--- src/rtl/prescaler_ctrl_if.sv ---
// Configuration port of the prescaler tick scheduler: valid/ready transfer of
// a period (ticks every period+1 cycles) and a burst length (0 = continuous).
interface prescaler_ctrl_if #(
    parameter int CNT_W   = 16,
    parameter int BURST_W = 8
);
    logic               cfg_valid_i;
    logic               cfg_ready_o;
    logic [CNT_W-1:0]   cfg_period_i;
    logic [BURST_W-1:0] cfg_count_i;

    modport master (
        output cfg_valid_i,
        output cfg_period_i,
        output cfg_count_i,
        input  cfg_ready_o
    );

    modport slave (
        input  cfg_valid_i,
        input  cfg_period_i,
        input  cfg_count_i,
        output cfg_ready_o
    );
endinterface

--- src/rtl/prescaler_ctrl.sv ---
// Programmable tick scheduler: single-cycle ticks every period+1 cycles,
// continuous or N-tick burst, with period changes deferred to tick boundaries.
//
// state | meaning
// IDLE  | no run; config words load period_q/count_q directly
// RUN   | counting; config words wait in the pending register until a tick
module prescaler_ctrl #(
    parameter int CNT_W   = 16,
    parameter int BURST_W = 8
) (
    input  logic               clk_i,
    input  logic               rst_i,
    prescaler_ctrl_if.slave    cfg,
    input  logic               start_i,
    input  logic               stop_i,
    output logic               tick_o,
    output logic               done_o,
    output logic               busy_o,
    output logic [BURST_W-1:0] tick_cnt_o
);

    typedef enum logic {
        IDLE = 1'b0,
        RUN  = 1'b1
    } state_e;

    state_e             state_q, state_d;
    logic [CNT_W-1:0]   period_q, period_d;
    logic [BURST_W-1:0] count_q, count_d;
    logic [CNT_W-1:0]   cnt_q, cnt_d;
    logic               tick_q, tick_d;
    logic               done_q, done_d;
    logic               busy_q, busy_d;
    logic [BURST_W-1:0] tick_cnt_q, tick_cnt_d;
    logic               pend_q, pend_d;
    logic [CNT_W-1:0]   pend_period_q, pend_period_d;
    logic [BURST_W-1:0] pend_count_q, pend_count_d;

    logic               cfg_acc;
    logic               tick_now;
    logic               leave;
    logic [BURST_W-1:0] tick_cnt_inc;

    assign cfg.cfg_ready_o = ~pend_q;

    always_comb begin
        state_d       = state_q;
        period_d      = period_q;
        count_d       = count_q;
        cnt_d         = cnt_q;
        tick_d        = 1'b0;
        done_d        = 1'b0;
        busy_d        = busy_q;
        tick_cnt_d    = tick_cnt_q;
        pend_d        = pend_q;
        pend_period_d = pend_period_q;
        pend_count_d  = pend_count_q;
        leave         = 1'b0;
        cfg_acc       = cfg.cfg_valid_i & ~pend_q;
        tick_now      = (cnt_q == period_q);
        tick_cnt_inc  = tick_cnt_q + 1'b1;

        case (state_q)
            IDLE: begin
                if (cfg_acc) begin
                    period_d = cfg.cfg_period_i;
                    count_d  = cfg.cfg_count_i;
                end
                if (start_i) begin
                    state_d    = RUN;
                    busy_d     = 1'b1;
                    cnt_d      = '0;
                    tick_cnt_d = '0;
                end
            end
            RUN: begin
                if (tick_now) begin
                    cnt_d      = '0;
                    tick_d     = 1'b1;
                    tick_cnt_d = tick_cnt_inc;
                end else begin
                    cnt_d = cnt_q + 1'b1;
                end

                // Burst end is judged against the burst length in force before this tick.
                if (stop_i) begin
                    leave = 1'b1;
                end else if (tick_now && (count_q != '0) && (tick_cnt_inc == count_q)) begin
                    leave  = 1'b1;
                    done_d = 1'b1;
                end

                if (pend_q && (tick_now || leave)) begin
                    period_d = pend_period_q;
                    count_d  = pend_count_q;
                    pend_d   = 1'b0;
                end

                // A word arriving on the exit edge goes straight in so nothing is stranded in IDLE.
                if (cfg_acc) begin
                    if (leave) begin
                        period_d = cfg.cfg_period_i;
                        count_d  = cfg.cfg_count_i;
                    end else begin
                        pend_d        = 1'b1;
                        pend_period_d = cfg.cfg_period_i;
                        pend_count_d  = cfg.cfg_count_i;
                    end
                end

                if (leave) begin
                    state_d = IDLE;
                    busy_d  = 1'b0;
                end
            end
            default: begin
                state_d = IDLE;
                busy_d  = 1'b0;
            end
        endcase
    end

    always_ff @(posedge clk_i or posedge rst_i) begin
        if (rst_i) begin
            state_q       <= IDLE;
            period_q      <= '0;
            count_q       <= '0;
            cnt_q         <= '0;
            tick_q        <= 1'b0;
            done_q        <= 1'b0;
            busy_q        <= 1'b0;
            tick_cnt_q    <= '0;
            pend_q        <= 1'b0;
            pend_period_q <= '0;
            pend_count_q  <= '0;
        end else begin
            state_q       <= state_d;
            period_q      <= period_d;
            count_q       <= count_d;
            cnt_q         <= cnt_d;
            tick_q        <= tick_d;
            done_q        <= done_d;
            busy_q        <= busy_d;
            tick_cnt_q    <= tick_cnt_d;
            pend_q        <= pend_d;
            pend_period_q <= pend_period_d;
            pend_count_q  <= pend_count_d;
        end
    end

    assign tick_o     = tick_q;
    assign done_o     = done_q;
    assign busy_o     = busy_q;
    assign tick_cnt_o = tick_cnt_q;

endmodule

--- src/flat_wrapper.sv ---
// flat-port wrapper written by rule: the top's interface ports become plain ports
module prescaler_ctrl_flat 
#(
    parameter int CNT_W   = 16,
    parameter int BURST_W = 8
)
  (clk_i, rst_i, start_i, stop_i, tick_o, done_o, busy_o, tick_cnt_o, cfg_cfg_valid_i, cfg_cfg_period_i, cfg_cfg_count_i, cfg_cfg_ready_o);
  prescaler_ctrl_if #(.CNT_W(CNT_W), .BURST_W(BURST_W)) cfg_i ();
  input  logic clk_i;
  input  logic rst_i;
  input  logic start_i;
  input  logic stop_i;
  output logic tick_o;
  output logic done_o;
  output logic busy_o;
  output logic [BURST_W-1:0] tick_cnt_o;
  input wire logic [$bits(cfg_i.cfg_valid_i)-1:0] cfg_cfg_valid_i;
  input wire logic [$bits(cfg_i.cfg_period_i)-1:0] cfg_cfg_period_i;
  input wire logic [$bits(cfg_i.cfg_count_i)-1:0] cfg_cfg_count_i;
  output wire logic [$bits(cfg_i.cfg_ready_o)-1:0] cfg_cfg_ready_o;
  assign cfg_i.cfg_valid_i = cfg_cfg_valid_i;
  assign cfg_i.cfg_period_i = cfg_cfg_period_i;
  assign cfg_i.cfg_count_i = cfg_cfg_count_i;
  assign cfg_cfg_ready_o = cfg_i.cfg_ready_o;
  prescaler_ctrl #(.CNT_W(CNT_W), .BURST_W(BURST_W)) u_core (.clk_i(clk_i), .rst_i(rst_i), .cfg(cfg_i), .start_i(start_i), .stop_i(stop_i), .tick_o(tick_o), .done_o(done_o), .busy_o(busy_o), .tick_cnt_o(tick_cnt_o));
endmodule
--- config.mk ---
export PLATFORM = sky130hd
export DESIGN_NAME = prescaler_ctrl_flat
export DESIGN_NICKNAME = d
export VERILOG_FILES = /design/src/rtl/prescaler_ctrl_if.sv /design/src/rtl/prescaler_ctrl.sv /design/src/flat_wrapper.sv
export SDC_FILE = /design/constraint.sdc
export NUM_CORES = 1
export LEC_CHECK = 0
export ABC_AREA = 1
export CAP_MARGIN = 30
export CORE_MARGIN = 10
export CORE_UTILIZATION = 35
export DETAILED_ROUTE_END_ITERATION = 6
export SLEW_MARGIN = 10
export SYNTH_ARGS = -nofsm -noshare
export SYNTH_HDL_FRONTEND = slang
export SYNTH_SLANG_ARGS = --single-unit
--- constraint.sdc ---
create_clock -name clk_i -period 2.45 [get_ports clk_i]
set_input_delay 0.3675 -clock clk_i [delete_from_list [all_inputs] [get_ports clk_i]]
set_output_delay 0.3675 -clock clk_i [all_outputs]
set_load 0.1 [all_outputs]
Word-level counts from Yosys, hierarchy flattened
Cells that the tools add are included.

Bitwise operators: 4. Mux-type cells: 32. Add/subtract/negate cells: 2. Equality and inequality tests: 6. Reduce and logical (&&, ||, !) cells: 8.

Operator list (number): $mux 16 (6); $pmux 16 s2 (2); $mux 8 (6); $pmux 8 s2 (2); $add 16x1->16 const B (1); $eq 16x16->1 (1); $mux 1 (14); $add 8x1->8 const B (1); $eq 8x8->1 (1); $reduce_bool 8->1 (1); $ne 2x2->1 const B (3); $pmux 1 s2 (2); $reduce_and 2->1 (2); $logic_and 1x1->1 (3); $not 1->1 (3); $reduce_and 3->1 (1); $ne 2x1->1 const B (1); $and 1x1->1 (1); $logic_or 1x1->1 (1).

Register bits after elaboration: 77. Word-level logic and storage cells: 63.

Longest topological paths before layout
Depth in word-level cells: 12. Gate-level depth with buffers: 16. Gate-level depth less buffers: 14.

Worst setup path before layout
No wires, ideal clock.

Path type: register to register. Start point: register u_core.tick_cnt_q[0] (netlist: u_core.tick_cnt_o[0]). End point: register u_core.count_q[4]. Required time: 2.333 ns. Arrival: 2.498 ns. Stages on the path, launching flop included: 12. Setup slack: -0.166 ns. Period minus slack after synthesis: 2.616 ns. Setup time: 0.117 ns. Cell sequence: dfrtp_1 -> ha_1 -> nand4_1 -> nor2_1 -> xnor3_1 -> inv_1 -> nand3_4 -> nand2_4 -> buf_4 -> nand3_1 -> nand3_1 -> nand2_1.

Cells in the longest elaborated chain, start to end: 12.

Ends and longest elaborated chain: from (decl) (line prescaler_ctrl.sv:34) `logic [BURST_W-1:0] tick_cnt_q, tick_cnt_d;`; from (signal assigned) (line prescaler_ctrl.sv:144) `tick_cnt_q <= tick_cnt_d;`; $add 8x1->8 * (line prescaler_ctrl.sv:61) `tick_cnt_inc = tick_cnt_q + 1'b1;`; $eq 8x8->1 * (line prescaler_ctrl.sv:88) `end else if (tick_now && (count_q != '0) && (tick_cnt_inc == count_q)) begin`; $logic_and 1x1->1 * (line prescaler_ctrl.sv:88); $mux 1 * (line prescaler_ctrl.sv:88); $mux 1 * (line prescaler_ctrl.sv:86) `if (stop_i) begin`; $mux 1 * (line prescaler_ctrl.sv:63) `case (state_q)`; $logic_or 1x1->1 (line prescaler_ctrl.sv:93) `if (pend_q && (tick_now || leave)) begin`; $logic_and 1x1->1 (line prescaler_ctrl.sv:93); $mux 8 (line prescaler_ctrl.sv:93); $mux 8 (line prescaler_ctrl.sv:101) `if (leave) begin`; $mux 8 * (line prescaler_ctrl.sv:100) `if (cfg_acc) begin`; $pmux 8 s2 * (line prescaler_ctrl.sv:63); to (signal assigned) (line prescaler_ctrl.sv:139) `count_q <= count_d;`; to (decl) (line prescaler_ctrl.sv:29) `logic [BURST_W-1:0] count_q, count_d;`.

Mark *: on every way between the ends. The rest lies on a longest branch, timed or not. The select of a mux whose other input is x is not followed. A chain may end at the register's enable or synchronous reset.

Worst setup path after layout
Start point: register u_core.tick_cnt_q[0] (netlist: u_core.tick_cnt_o[0]). End point: register u_core.count_q[5].

Same word-level chain as after synthesis.

==> qor.yml <==
routed_wl_microns: 11200
antenna_left: 0
syn_to_final_growth_pct: 20.4
cp-end-kind: "flop"
synth.avg_cell_area_sq_um: 7.30
synthArstFlopShare_pct: 100
cts_max_level: 3
yosys.area.top_type: "dfrtp_1"
min_path_type: "input pin to asynchronous set/reset pin"
fp.dieW_microns: 132
power_density_nw_per_um2: 867
worstSetupPathType: "flop to flop"
power_w: 0.00459
via_per_inst: 4.83
dieHeight_microns: 132
holdBufCountCts: 0
drive_above_1_share_pct: 10.5
antenna_found_initial: 0
synth_commonest_cells: "nand2_1 (205), dfrtp_1 (77), inv_1 (75), nand3_1 (65), o21ai_0 (46)"
clkLatencyLatePin_ns: 0.34
ios: 41
clockBufferDepth: 2
grtUsageTotal_pct: 12.9
holdWs_ns: 0.479
ir_drop_mv: 0.417
maxSlewHeadroom_pct: 42.4
cts.sinks: 77
wire_per_inst_microns: 13.7
worst_setup_path_start_kind: "flop"
cts_tree: "built"
drc: 0
stdcell_area_sq_um: 5300
num_rows: 40
dp_hpwl_microns: 7940
ys.flop_type: "dfrtp_1"
outcome: "completed"
grt_max_degree: 42
hold_viol_final: 0
worst-path-max-fanout: 10
clk_pin_slew_worst_paths_ns: 0.06
worstPathRequired_ns: 2.67
root_buffer: "clkbuf_16"
dpl.cell_count: 798
nets: 677
period_share_pct: 91.4
fin_crit_ns: 2.24
finalSetupViolCount: 0
n_fill_cell: 1242
start_util_pct: 36.2
gp_congestion: 0.892
num_antenna_cells: 0
cts_made_buffers: 9
grt_pass1_vias: 3701
worstMarginPinSlew_ns: 0.864
synthCells: 602
first_pass_iters: 4
synth_top_area_share_pct: 43.8
coreArea_sq_um: 12200
drt_iter0_drc: 278
finalNonFillerCells: 817
fmax_mhz: 447
synth_edf_count: 0
overflow: 0
cap_violations: 0
vias: 3944
placed_cell_area_sq_um: 4950
crit_arrival_ns: 2.46
leakage_nw: 2.65
yosys-top-cells-area: "dfrtp_1 (44%), nand2_1 (18%), nand3_1 (7.4%)"
dieArea_sq_um: 17400
slew_viol_final: 0
synthesis.area_sq_um: 4400
syn_nets: 633
io_buffers: 40
grt_pass1_wl_microns: 18700
skew_ns: 0.00605
synth-seq-cells: 77
ys_warn_count: 0
synthDistinctLibCells: 33
yosysSeqAreaShare_pct: 43.8
synthMostInstantiatedCell: "nand2_1"
-- layout by cell type (no fill, tap or decap), types with 2 or more instances in the layout --
cell             instances
nand3_1                 65
nor2_2                   2
dfrtp_1                 74
clkdlybuf4s50_1         28
clkinv_2                 2
nor2_1                  24
clkbuf_8                 2
xor2_1                  11
buf_12                   4
nor3_1                   2
ha_1                     2
clkbuf_16                9
inv_2                    9
a21oi_1                  2
nand2_1                205
nand2_8                  2
xnor3_1                  2
dfrtp_2                  3
o21ai_0                 46
inv_1                   74
o22ai_1                 10
o21ai_1                 21
nand4_1                  5
xnor2_1                  2
nand3_2                  3
nand2_2                  4
nor2_4                   3
buf_4                   20
-- through the flow --
stage | TNS, ns | utilization (%) | setup slack [ns]
after floorplan | 0 | - | 0.00104
after global placement | 0 | 40.7 | 0.153
after detailed placement | 0 | 40.7 | 0.0482
after CTS | 0 | 42.9 | 0.0331
after global routing | -0.00525 | 43.5 | -0.00525
final | 0 | 43.5 | 0.212
-- cell families (layout without fill, tap and decap cells) --
logic type	after synthesis	in the layout	synth area share (%)
flops	77	77	43.8
compound gates	83	83	9.99
fa+ha+maj	2	2	0.569
buf+inv	106	152	10.5
xor+xnor	15	15	3.61
simple gates	319	320	31.5
-- worst max-delay path, stage by stage, from the launching register on --
cell     delay (ns)
dfrtp_2        0.45
ha_1           0.34
xor2_1         0.18
nor2_1         0.10
nand2_1        0.05
nor2_1         0.10
nand2_1        0.09
nor2_4         0.13
nand3_4        0.13
buf_12         0.17
nand2_4        0.13
nand3_1        0.09
nand3_1        0.11
nand2_1        0.07
-- layout make-up --
cell class                      count  area (sq um)  share of cell area (%)
Clock buffer                       12           256                    4.84
Clock inverter                      2          10.0                   0.189
Inverter                           85           323                    6.10
Multi-Input combinational cell    420          2040                    38.6
Sequential cell                    77          1930                    36.5
Tap cell                          168           210                    3.97
Timing Repair Buffer               53           522                    9.85
-- timing repair --
action / CTS / global route
buffers inserted: 0 / 4
resized for setup: 0 / 4
endpoints found under the setup margin: 0 / 25
-- sequential cells by signal, summed over array words and instances (netlist names) --
| register | count |
|---|---|
| u_core.cnt_q | 16 |
| u_core.pend_period_q | 16 |
| u_core.pend_q | 1 |
| u_core.busy_o | 1 |
| u_core.period_q | 16 |
| u_core.state_q | 1 |
| u_core.tick_o | 1 |
| u_core.count_q | 8 |
| u_core.tick_cnt_o | 8 |
| u_core.done_o | 1 |
| u_core.pend_count_q | 8 |
-- routing by layer --
layer	part of all wire, %	routed length (microns)	GRT usage (%)
met1	49	5520	17.7
met5	0	0	0
met3	4.2	466	3.13
met2	46	5110	19.5
met4	1.1	119	3.65
-- worst paths after layout --
kind	end	from	slack, ns	depth (start not counted)
hold reg to reg	u_core.pend_period_q[10]	u_core.pend_period_q[10]	0.48	2
setup / recovery	u_core.count_q[5]	u_core.tick_cnt_o[0]	0.21	13
hold / removal	u_core.tick_cnt_o[1]	rst_i	0.48	2
max in group asynchronous	u_core.pend_period_q[13]	rst_i	1.34	3
setup reg to reg	u_core.count_q[5]	u_core.tick_cnt_o[0]	0.21	13
min in group clk_i	u_core.pend_period_q[10]	u_core.pend_period_q[10]	0.48	2
-- where the power goes --
| part | switching (W) | internal (W) |
|---|---|---|
| clock network | 0.000500 | 0.000726 |
| registers | 0.000295 | 0.00163 |
| logic | 0.000878 | 0.000561 |
Power figures use the tool's default switching activity.
